$ cat src/rtl/corescore_rst_seq.sv
// -----------------------------------------------------------------------------
// corescore_rst_seq
// Clock-lock supervisor and reset sequencer for MMCM/PLL clock generators.
// Pulses the MMCM reset, waits for LOCKED (retrying on timeout), requires a
// stable lock window, then releases CHANNELS reset outputs in staggered order.
// Any lock loss after release re-asserts every channel reset at once.
//
// Optional feature macro: CORESCORE_RST_LOSS_CNT_EN
//   defined   -> o_loss_cnt port and saturating 8-bit lock-loss counter exist
//   undefined -> port and counter are absent, all other behaviour identical
//
// All outputs come straight from flops; i_rst is a synchronous active-high
// reset sampled on the rising edge of i_clk.
// -----------------------------------------------------------------------------
module corescore_rst_seq #(
    parameter int CHANNELS        = 3,
    parameter int SYNC_STAGES     = 2,
    parameter int MMCM_RST_CYCLES = 8,
    parameter int LOCK_TIMEOUT    = 64,
    parameter int HOLD_CYCLES     = 16,
    parameter int STAGGER         = 4
) (
    input  logic                i_clk,
    input  logic                i_rst,
    input  logic                i_locked,
    output logic                o_mmcm_rst,
    output logic [CHANNELS-1:0] o_rst,
    output logic                o_ready
`ifdef CORESCORE_RST_LOSS_CNT_EN
    ,
    output logic [7:0]          o_loss_cnt
`endif
);

    // -------------------------------------------------------------------------
    // Shared counter sizing: wide enough for the longest interval any state
    // has to measure, including the full stagger span of the release phase.
    // -------------------------------------------------------------------------
    localparam int MAX_AB   = (MMCM_RST_CYCLES > LOCK_TIMEOUT) ? MMCM_RST_CYCLES : LOCK_TIMEOUT;
    localparam int MAX_ABC  = (MAX_AB > HOLD_CYCLES) ? MAX_AB : HOLD_CYCLES;
    localparam int SPAN     = STAGGER * CHANNELS;
    localparam int MAX_ALL  = (MAX_ABC > SPAN) ? MAX_ABC : SPAN;
    localparam int CNT_W    = $clog2(MAX_ALL) + 1;

    // Terminal counts: a state with an N-cycle interval leaves when the
    // counter holds N-1, so the exit edge is the N-th edge spent in it.
    localparam logic [CNT_W-1:0] CNT_ZERO     = CNT_W'(0);
    localparam logic [CNT_W-1:0] CNT_ONE      = CNT_W'(1);
    localparam logic [CNT_W-1:0] MMCM_LAST    = CNT_W'(MMCM_RST_CYCLES - 1);
    localparam logic [CNT_W-1:0] TIMEOUT_LAST = CNT_W'(LOCK_TIMEOUT - 1);
    localparam logic [CNT_W-1:0] HOLD_LAST    = CNT_W'(HOLD_CYCLES - 1);
    localparam logic [CNT_W-1:0] RELEASE_LAST = CNT_W'((CHANNELS - 1) * STAGGER);

    localparam logic [CHANNELS-1:0] RST_ALL   = {CHANNELS{1'b1}};

    typedef enum logic [2:0] {
        ST_MMCM_RST = 3'd0,
        ST_WAIT_LOCK = 3'd1,
        ST_HOLD      = 3'd2,
        ST_RELEASE   = 3'd3,
        ST_RUN       = 3'd4
    } state_t;

    // -------------------------------------------------------------------------
    // Registers and next-state signals
    // -------------------------------------------------------------------------
    logic [SYNC_STAGES-1:0] sync_r;
    logic                   locked_s;

    state_t                 state_r;
    state_t                 state_nxt_s;
    logic [CNT_W-1:0]       cnt_r;
    logic [CNT_W-1:0]       cnt_nxt_s;
    logic [CNT_W-1:0]       cnt_inc_s;

    logic                   mmcm_rst_r;
    logic                   mmcm_rst_nxt_s;
    logic [CHANNELS-1:0]    rst_r;
    logic [CHANNELS-1:0]    rst_nxt_s;
    logic                   ready_r;
    logic                   ready_nxt_s;

    // Set for one cycle when lock is lost after release has begun.
    logic                   loss_evt_s;

    // i_locked is asynchronous to i_clk; only the last synchroniser stage is
    // ever looked at by the sequencer.
    assign locked_s  = sync_r[SYNC_STAGES-1];
    assign cnt_inc_s = cnt_r + CNT_ONE;

    // Bring the asynchronous LOCKED signal into the i_clk domain.
    always_ff @(posedge i_clk) begin
        if (i_rst) begin
            sync_r <= {SYNC_STAGES{1'b0}};
        end else begin
            sync_r <= {sync_r[SYNC_STAGES-2:0], i_locked};
        end
    end

    // State, shared counter and output registers.
    always_ff @(posedge i_clk) begin
        if (i_rst) begin
            state_r    <= ST_MMCM_RST;
            cnt_r      <= CNT_ZERO;
            mmcm_rst_r <= 1'b1;
            rst_r      <= RST_ALL;
            ready_r    <= 1'b0;
        end else begin
            state_r    <= state_nxt_s;
            cnt_r      <= cnt_nxt_s;
            mmcm_rst_r <= mmcm_rst_nxt_s;
            rst_r      <= rst_nxt_s;
            ready_r    <= ready_nxt_s;
        end
    end

    // Next-state, counter and next-output decode for the sequencer.
    always_comb begin
        state_nxt_s    = state_r;
        cnt_nxt_s      = cnt_r;
        mmcm_rst_nxt_s = mmcm_rst_r;
        rst_nxt_s      = rst_r;
        ready_nxt_s    = ready_r;
        loss_evt_s     = 1'b0;

        case (state_r)
            // Hold the MMCM in reset for a fixed pulse width, LOCKED ignored.
            ST_MMCM_RST: begin
                rst_nxt_s   = RST_ALL;
                ready_nxt_s = 1'b0;
                if (cnt_r == MMCM_LAST) begin
                    state_nxt_s    = ST_WAIT_LOCK;
                    cnt_nxt_s      = CNT_ZERO;
                    mmcm_rst_nxt_s = 1'b0;
                end else begin
                    cnt_nxt_s      = cnt_inc_s;
                    mmcm_rst_nxt_s = 1'b1;
                end
            end

            // Wait for lock; if it never comes, pulse the MMCM reset again.
            ST_WAIT_LOCK: begin
                rst_nxt_s   = RST_ALL;
                ready_nxt_s = 1'b0;
                if (locked_s) begin
                    state_nxt_s    = ST_HOLD;
                    cnt_nxt_s      = CNT_ZERO;
                    mmcm_rst_nxt_s = 1'b0;
                end else if (cnt_r == TIMEOUT_LAST) begin
                    state_nxt_s    = ST_MMCM_RST;
                    cnt_nxt_s      = CNT_ZERO;
                    mmcm_rst_nxt_s = 1'b1;
                end else begin
                    cnt_nxt_s      = cnt_inc_s;
                    mmcm_rst_nxt_s = 1'b0;
                end
            end

            // Require an unbroken run of locked cycles. A glitch here is not
            // a loss event: nothing has been released yet.
            ST_HOLD: begin
                if (!locked_s) begin
                    state_nxt_s = ST_WAIT_LOCK;
                    cnt_nxt_s   = CNT_ZERO;
                end else if (cnt_r == HOLD_LAST) begin
                    cnt_nxt_s    = CNT_ZERO;
                    rst_nxt_s[0] = 1'b0;
                    if (CHANNELS == 1) begin
                        state_nxt_s = ST_RUN;
                        ready_nxt_s = 1'b1;
                    end else begin
                        state_nxt_s = ST_RELEASE;
                    end
                end else begin
                    cnt_nxt_s = cnt_inc_s;
                end
            end

            // Counter measures cycles since channel 0 released; channel k
            // drops once that reaches k*STAGGER. Bits only ever clear here,
            // so release order is always 0, 1, 2, ...
            ST_RELEASE: begin
                if (!locked_s) begin
                    state_nxt_s    = ST_WAIT_LOCK;
                    cnt_nxt_s      = CNT_ZERO;
                    mmcm_rst_nxt_s = 1'b0;
                    rst_nxt_s      = RST_ALL;
                    ready_nxt_s    = 1'b0;
                    loss_evt_s     = 1'b1;
                end else begin
                    cnt_nxt_s = cnt_inc_s;
                    for (int k = 1; k < CHANNELS; k++) begin
                        if (cnt_inc_s >= CNT_W'(k * STAGGER)) begin
                            rst_nxt_s[k] = 1'b0;
                        end else begin
                            rst_nxt_s[k] = rst_r[k];
                        end
                    end
                    if (cnt_inc_s == RELEASE_LAST) begin
                        state_nxt_s = ST_RUN;
                        cnt_nxt_s   = CNT_ZERO;
                        ready_nxt_s = 1'b1;
                    end else begin
                        ready_nxt_s = 1'b0;
                    end
                end
            end

            // Steady state; watch for lock loss.
            ST_RUN: begin
                if (!locked_s) begin
                    state_nxt_s    = ST_WAIT_LOCK;
                    cnt_nxt_s      = CNT_ZERO;
                    mmcm_rst_nxt_s = 1'b0;
                    rst_nxt_s      = RST_ALL;
                    ready_nxt_s    = 1'b0;
                    loss_evt_s     = 1'b1;
                end else begin
                    cnt_nxt_s   = CNT_ZERO;
                    rst_nxt_s   = {CHANNELS{1'b0}};
                    ready_nxt_s = 1'b1;
                end
            end

            // Illegal encoding: restart the whole sequence safely.
            default: begin
                state_nxt_s    = ST_MMCM_RST;
                cnt_nxt_s      = CNT_ZERO;
                mmcm_rst_nxt_s = 1'b1;
                rst_nxt_s      = RST_ALL;
                ready_nxt_s    = 1'b0;
            end
        endcase
    end

    assign o_mmcm_rst = mmcm_rst_r;
    assign o_rst      = rst_r;
    assign o_ready    = ready_r;

`ifdef CORESCORE_RST_LOSS_CNT_EN
    logic [7:0] loss_cnt_r;

    // Saturating count of lock-loss events seen after release began.
    always_ff @(posedge i_clk) begin
        if (i_rst) begin
            loss_cnt_r <= 8'd0;
        end else if (loss_evt_s && (loss_cnt_r != 8'd255)) begin
            loss_cnt_r <= loss_cnt_r + 8'd1;
        end else begin
            loss_cnt_r <= loss_cnt_r;
        end
    end

    assign o_loss_cnt = loss_cnt_r;
`else
    // Without the loss counter the event strobe has no consumer; fold it
    // into a sink so the signal stays visible for debug probing.
    logic loss_evt_unused_s;
    assign loss_evt_unused_s = loss_evt_s;
`endif

endmodule

$ cat config.mk
export PLATFORM = sky130hd
export DESIGN_NAME = corescore_rst_seq
export DESIGN_NICKNAME = d
export VERILOG_FILES = /design/src/rtl/corescore_rst_seq.sv
export SDC_FILE = /design/constraint.sdc
export NUM_CORES = 1
export LEC_CHECK = 0
export CORE_UTILIZATION = 50
export CTS_CLUSTER_DIAMETER = 30
export CTS_CLUSTER_SIZE = 25
export DETAILED_ROUTE_END_ITERATION = 8
export PLACE_DENSITY = 0.72
export SETUP_SLACK_MARGIN = 0.05
export SYNTH_ARGS = -nofsm -noshare
export SYNTH_HDL_FRONTEND = slang
export SYNTH_SLANG_ARGS = --single-unit
$ cat constraint.sdc
create_clock -name i_clk -period 2.12 [get_ports i_clk]
set_input_delay 0.212 -clock i_clk [delete_from_list [all_inputs] [get_ports i_clk]]
set_output_delay 0.212 -clock i_clk [all_outputs]
set_load 0.005 [all_outputs]
## After elaboration in Yosys (flattened, before gate mapping)

Cells that the tools add are included.

- Flip-flop bits (word level): 17
- Bits of input ports: 3
- Word-level logic and storage cells: 73
- Output and inout port bits: 5

- Reductions and logical operators: 7
- Mux-type cells: 35
- Bitwise operators: 1
- Add/subtract/negate cells: 1
- $lt $le $gt $ge: 2
- Equal/unequal tests: 19

Operators with widths:

| cell | number |
|---|---|
| $mux 7 | 7 |
| $pmux 7 s4 | 1 |
| $mux 3 | 9 |
| $ne 3x3->1 const B | 5 |
| $pmux 3 s5 | 1 |
| $eq 7x4->1 const B | 2 |
| $mux 1 | 12 |
| $ne 2x2->1 const B | 6 |
| $add 7x1->7 const B | 1 |
| $eq 7x3->1 const B | 1 |
| $eq 7x6->1 const B | 1 |
| $ge 7x3->1 const B | 1 |
| $ge 7x4->1 const B | 1 |
| $eq 3x2->1 const B | 2 |
| $pmux 1 s3 | 2 |
| $pmux 2 s3 | 1 |
| $reduce_and 2->1 | 3 |
| $reduce_and 5->1 | 1 |
| $pmux 1 s4 | 1 |
| $eq 3x1->1 const B | 1 |
| $eq 3x3->1 const B | 1 |
| $logic_not 3->1 | 1 |
| $reduce_and 3->1 | 1 |
| $mux 2 | 1 |
| other kinds (2) | 2 |

## Longest topological paths before layout

- Depth after elaboration: 5
- Gate-level depth with buffers: 6
- Depth with buffers taken out: 6

## Least setup slack after synthesis

No wires, ideal clock.

- Path kind: register -> register
- From: register cnt_r[0]
- To: register cnt_r[3]
- Stages on the path, launching flop included: 7
- Data arrival time: 1655 ps
- Setup slack: 342 ps
- Library setup time: 124 ps
- Required time: 1996 ps
- Path buffers: 0
- Clock period less this slack: 1778 ps
- Path through: dfxtp_1 > ha_1 > nand3_2 > or3_4 > a221oi_4 > o211ai_2 > nor3b_1

- Cells in the longest elaborated chain, start to end: 5
- Elaborated cells between the ends (all ways): 13
- Classes of those cells: add/sub: 1; eq/ne: 4; mux: 8

RTL lines:

| element | line | RTL |
|---|---|---|
| start: declaration | 72 | `logic [CNT_W-1:0] cnt_r;` |
| start signal: assignment | 110 | `cnt_r <= cnt_nxt_s;` |
| $add 7x1->7 | 89 | `assign cnt_inc_s = cnt_r + CNT_ONE;` |
| $eq 7x4->1 | 199 | `if (cnt_inc_s == RELEASE_LAST) begin` |
| $mux 7 | 199 |  |
| $mux 7 | 183 | `if (!locked_s) begin` |
| $pmux 7 s4 (*) | 126 | `case (state_r)` |

Mark *: on every way between the ends. The rest lies on a longest branch, timed or not.
A chain may end at the register's enable or synchronous reset.

## Worst setup path after layout

Ends and elaborated chain as after synthesis.

==> results.yml <==
min_path:
  worstHoldPathType: "register to register"
timing:
  setup_viol: 0
  rsz0062_at_grt: "yes"
  tightest_slew_ns: 0.587
  fin_skew_ns: 0.00117
  max_clock_freq_mhz: 497
  slew_viol_final: 0
  finalCriticalPeriod_ns: 2.01
  hold_viol_final: 0
  max_slew_margin_pct: 60.6
  period_share_pct: 94.9
  worst_hold_slack_ns: 0.461
clock_network:
  cts.sinks: 17
  root_buffer: "clkbuf_4"
  post_cts_buffers: 0
  cts-htree-levels: 1
  cts-resized-gates: 0
  insertion_delay_ns: 0.29
  cts_tree: "built"
  holdBufCountCts: 0
  clk_path_buf_depth: 2
  clk_pin_slew_worst_paths_ns: 0.09
  cts_buffers: 3
status:
  status: "finished, final reports clean"
detailed_routing:
  routed_via_density: 5.92
  drt_iter0_markers: 35
  ant_nets: 0
  drc: 0
  vias: 936
  post_drt_wl_per_cell_um: 14.6
  wirelength_um: 2310
  drtPass1Iterations: 4
layout:
  drive_gt1_share_pct: 11.5
  fin_util_pct: 60.0
  diodes: 0
  fin_cells: 158
  fillers: 180
  multiInputGateArea_um2: 646
  layout.nets: 136
  regArea_um2: 340
  syn2layout_area_growth_pct: 13.5
setup_path:
  cp-start-kind: "register"
  crit_path_max_fanout: 7
  end_kind: "register"
  path_buf_inv: 0
  path_cells: "ha_1 > nand3_2 > or3_4 > a221oi_4 > o211ai_2 > nor3b_1"
  cpPeakStageDelay_ns: 0.41
  slowest_stage: "or3_4"
  cp_data_required_time_ns: 2.30
  critPathKind: "register to register"
  path_delay_family: "simple AND/OR/NAND/NOR gates"
  crit_arrival_ns: 2.19
die:
  num_rows: 16
  die_y_um: 47.3
  dieArea_um2: 2240
  start_util_pct: 52.8
  ioPinCount: 8
  dieWidth_um: 47.3
  core_area_um2: 1940
synthesis:
  yosysMostFrequentCell: "dfxtp_1"
  yosysTopAreaCell: "dfxtp_1"
  ys_seq_area_share_pct: 33.2
  synthFlopType: "dfxtp_1"
  syn_inst: 124
  yosysWarnings: 0
  netlist_top_cells_area: "dfxtp_1, nand2b_1, nor2_1"
  yosys_register_bits: 17
  netlist.area_leader.share_pct: 33.2
  ys_types: 43
  syn_nets: 128
  synthTopCellsByCount: "dfxtp_1, nor2_1, nand2_1"
  synth_edf_count: 0
  async_flop_share_pct: 0
  synth_area_um2: 1030
  avgSynthCellArea_um2: 8.27
global_route:
  grt_pass1_vias: 777
  antenna_found_initial: 0
  grtUsageTotal_pct: 22.8
  gr-total-overflow: 0
  grt_max_degree: 13
  grt_pass1_wl_um: 3480
power:
  powerDensity_nw_per_um2: 793
  total_leakage_power_uw: 0.000416
  ir_drop_mv: 0.427
placed_design:
  place_congestion: 0.845
  place_inst: 154
  port_buffers: 7
  dp_hpwl_um: 1630
run:
  cap_violations: 0
==> cell families after synthesis <==
logic type      synth area share, %
fa+ha+maj                      1.22
flops                          33.2
mux                            2.93
buf+inv                        5.37
compound gates                 23.3
simple gates                   28.9
xor+xnor                       5.12
==> report_power, final <==
part	total, uW	switching, uW	internal [uW]	leakage, uW
Sequential	421	60.2	361	0.000138
Clock	174	101	73.3	0.0000150
Combinational	329	164	165	0.000263
Total	924	325	599	0.000416
==> final cells by class <==
type | count | area share [%]
flip-flops and latches | 17 | 29.2
clock buffers | 4 | 2.26
repair buffers | 11 | 8.59
multi-input cells | 94 | 55.4
inverters | 5 | 1.61
well taps | 27 | 2.90
==> worst reg2reg max path, cell delays in order (launching register included) <==
cell      delay (ns)
dfxtp_1         0.40
ha_1            0.32
nand3_2         0.12
or3_4           0.41
a221oi_4        0.33
o211ai_2        0.16
nor3b_1         0.16
==> layout by cell type, fill, tap and decap left out, drive strengths merged, types with 4 or more instances in the layout <==
master and n:
nor2 11, o21ai 5, nor3 8, clkbuf 4, clkdlybuf4s50 7, dfxtp 17, buf 4, a21oi 7
inv 5, nand2b 8, nand2 9
==> registers in the layout, indices dropped and copies added, names as in the netlist <==
register    flops
sync_r          2
o_mmcm_rst      1
o_ready         1
state_r         3
o_rst           3
cnt_r           7
==> metrics by stage <==
step                      power (uW)  setup TNS [ns]  worst slack [ns]  cell area [um^2]
after floorplan                  664               0             0.342              1030
after detailed placement         748               0            0.0880              1120
after CTS                        920               0            0.0722              1150
after global placement           742               0             0.228              1120
after global routing             969        -0.00700          -0.00700              1160
final                            924               0             0.108              1160
==> per-layer routing <==
| metal | global-route usage [%] | part of all wire, % | up-vias |
|---|---|---|---|
| met5 | 0 | 0 | - |
| met4 | 13.7 | 2.2 | 0 |
| li1 | - | - | 470 |
| met2 | 36.7 | 48 | 28 |
| met1 | 29.2 | 46 | 433 |
| met3 | 2.31 | 3.6 | 5 |
==> path summary, 6_finish.rpt <==
kind,from,endpoint,slack (ns),depth (start not counted)
max,cnt_r[0]$_SDFF_PP0_,cnt_r[3]$_SDFF_PP0_,0.11,6
min,o_rst[2]$_SDFFE_PP1P_,o_rst[2]$_SDFFE_PP1P_,0.46,2
max reg2reg,cnt_r[0]$_SDFF_PP0_,cnt_r[3]$_SDFF_PP0_,0.11,6
min reg2reg,o_rst[2]$_SDFFE_PP1P_,o_rst[2]$_SDFFE_PP1P_,0.46,2
(Power assumes the default switching activity.)
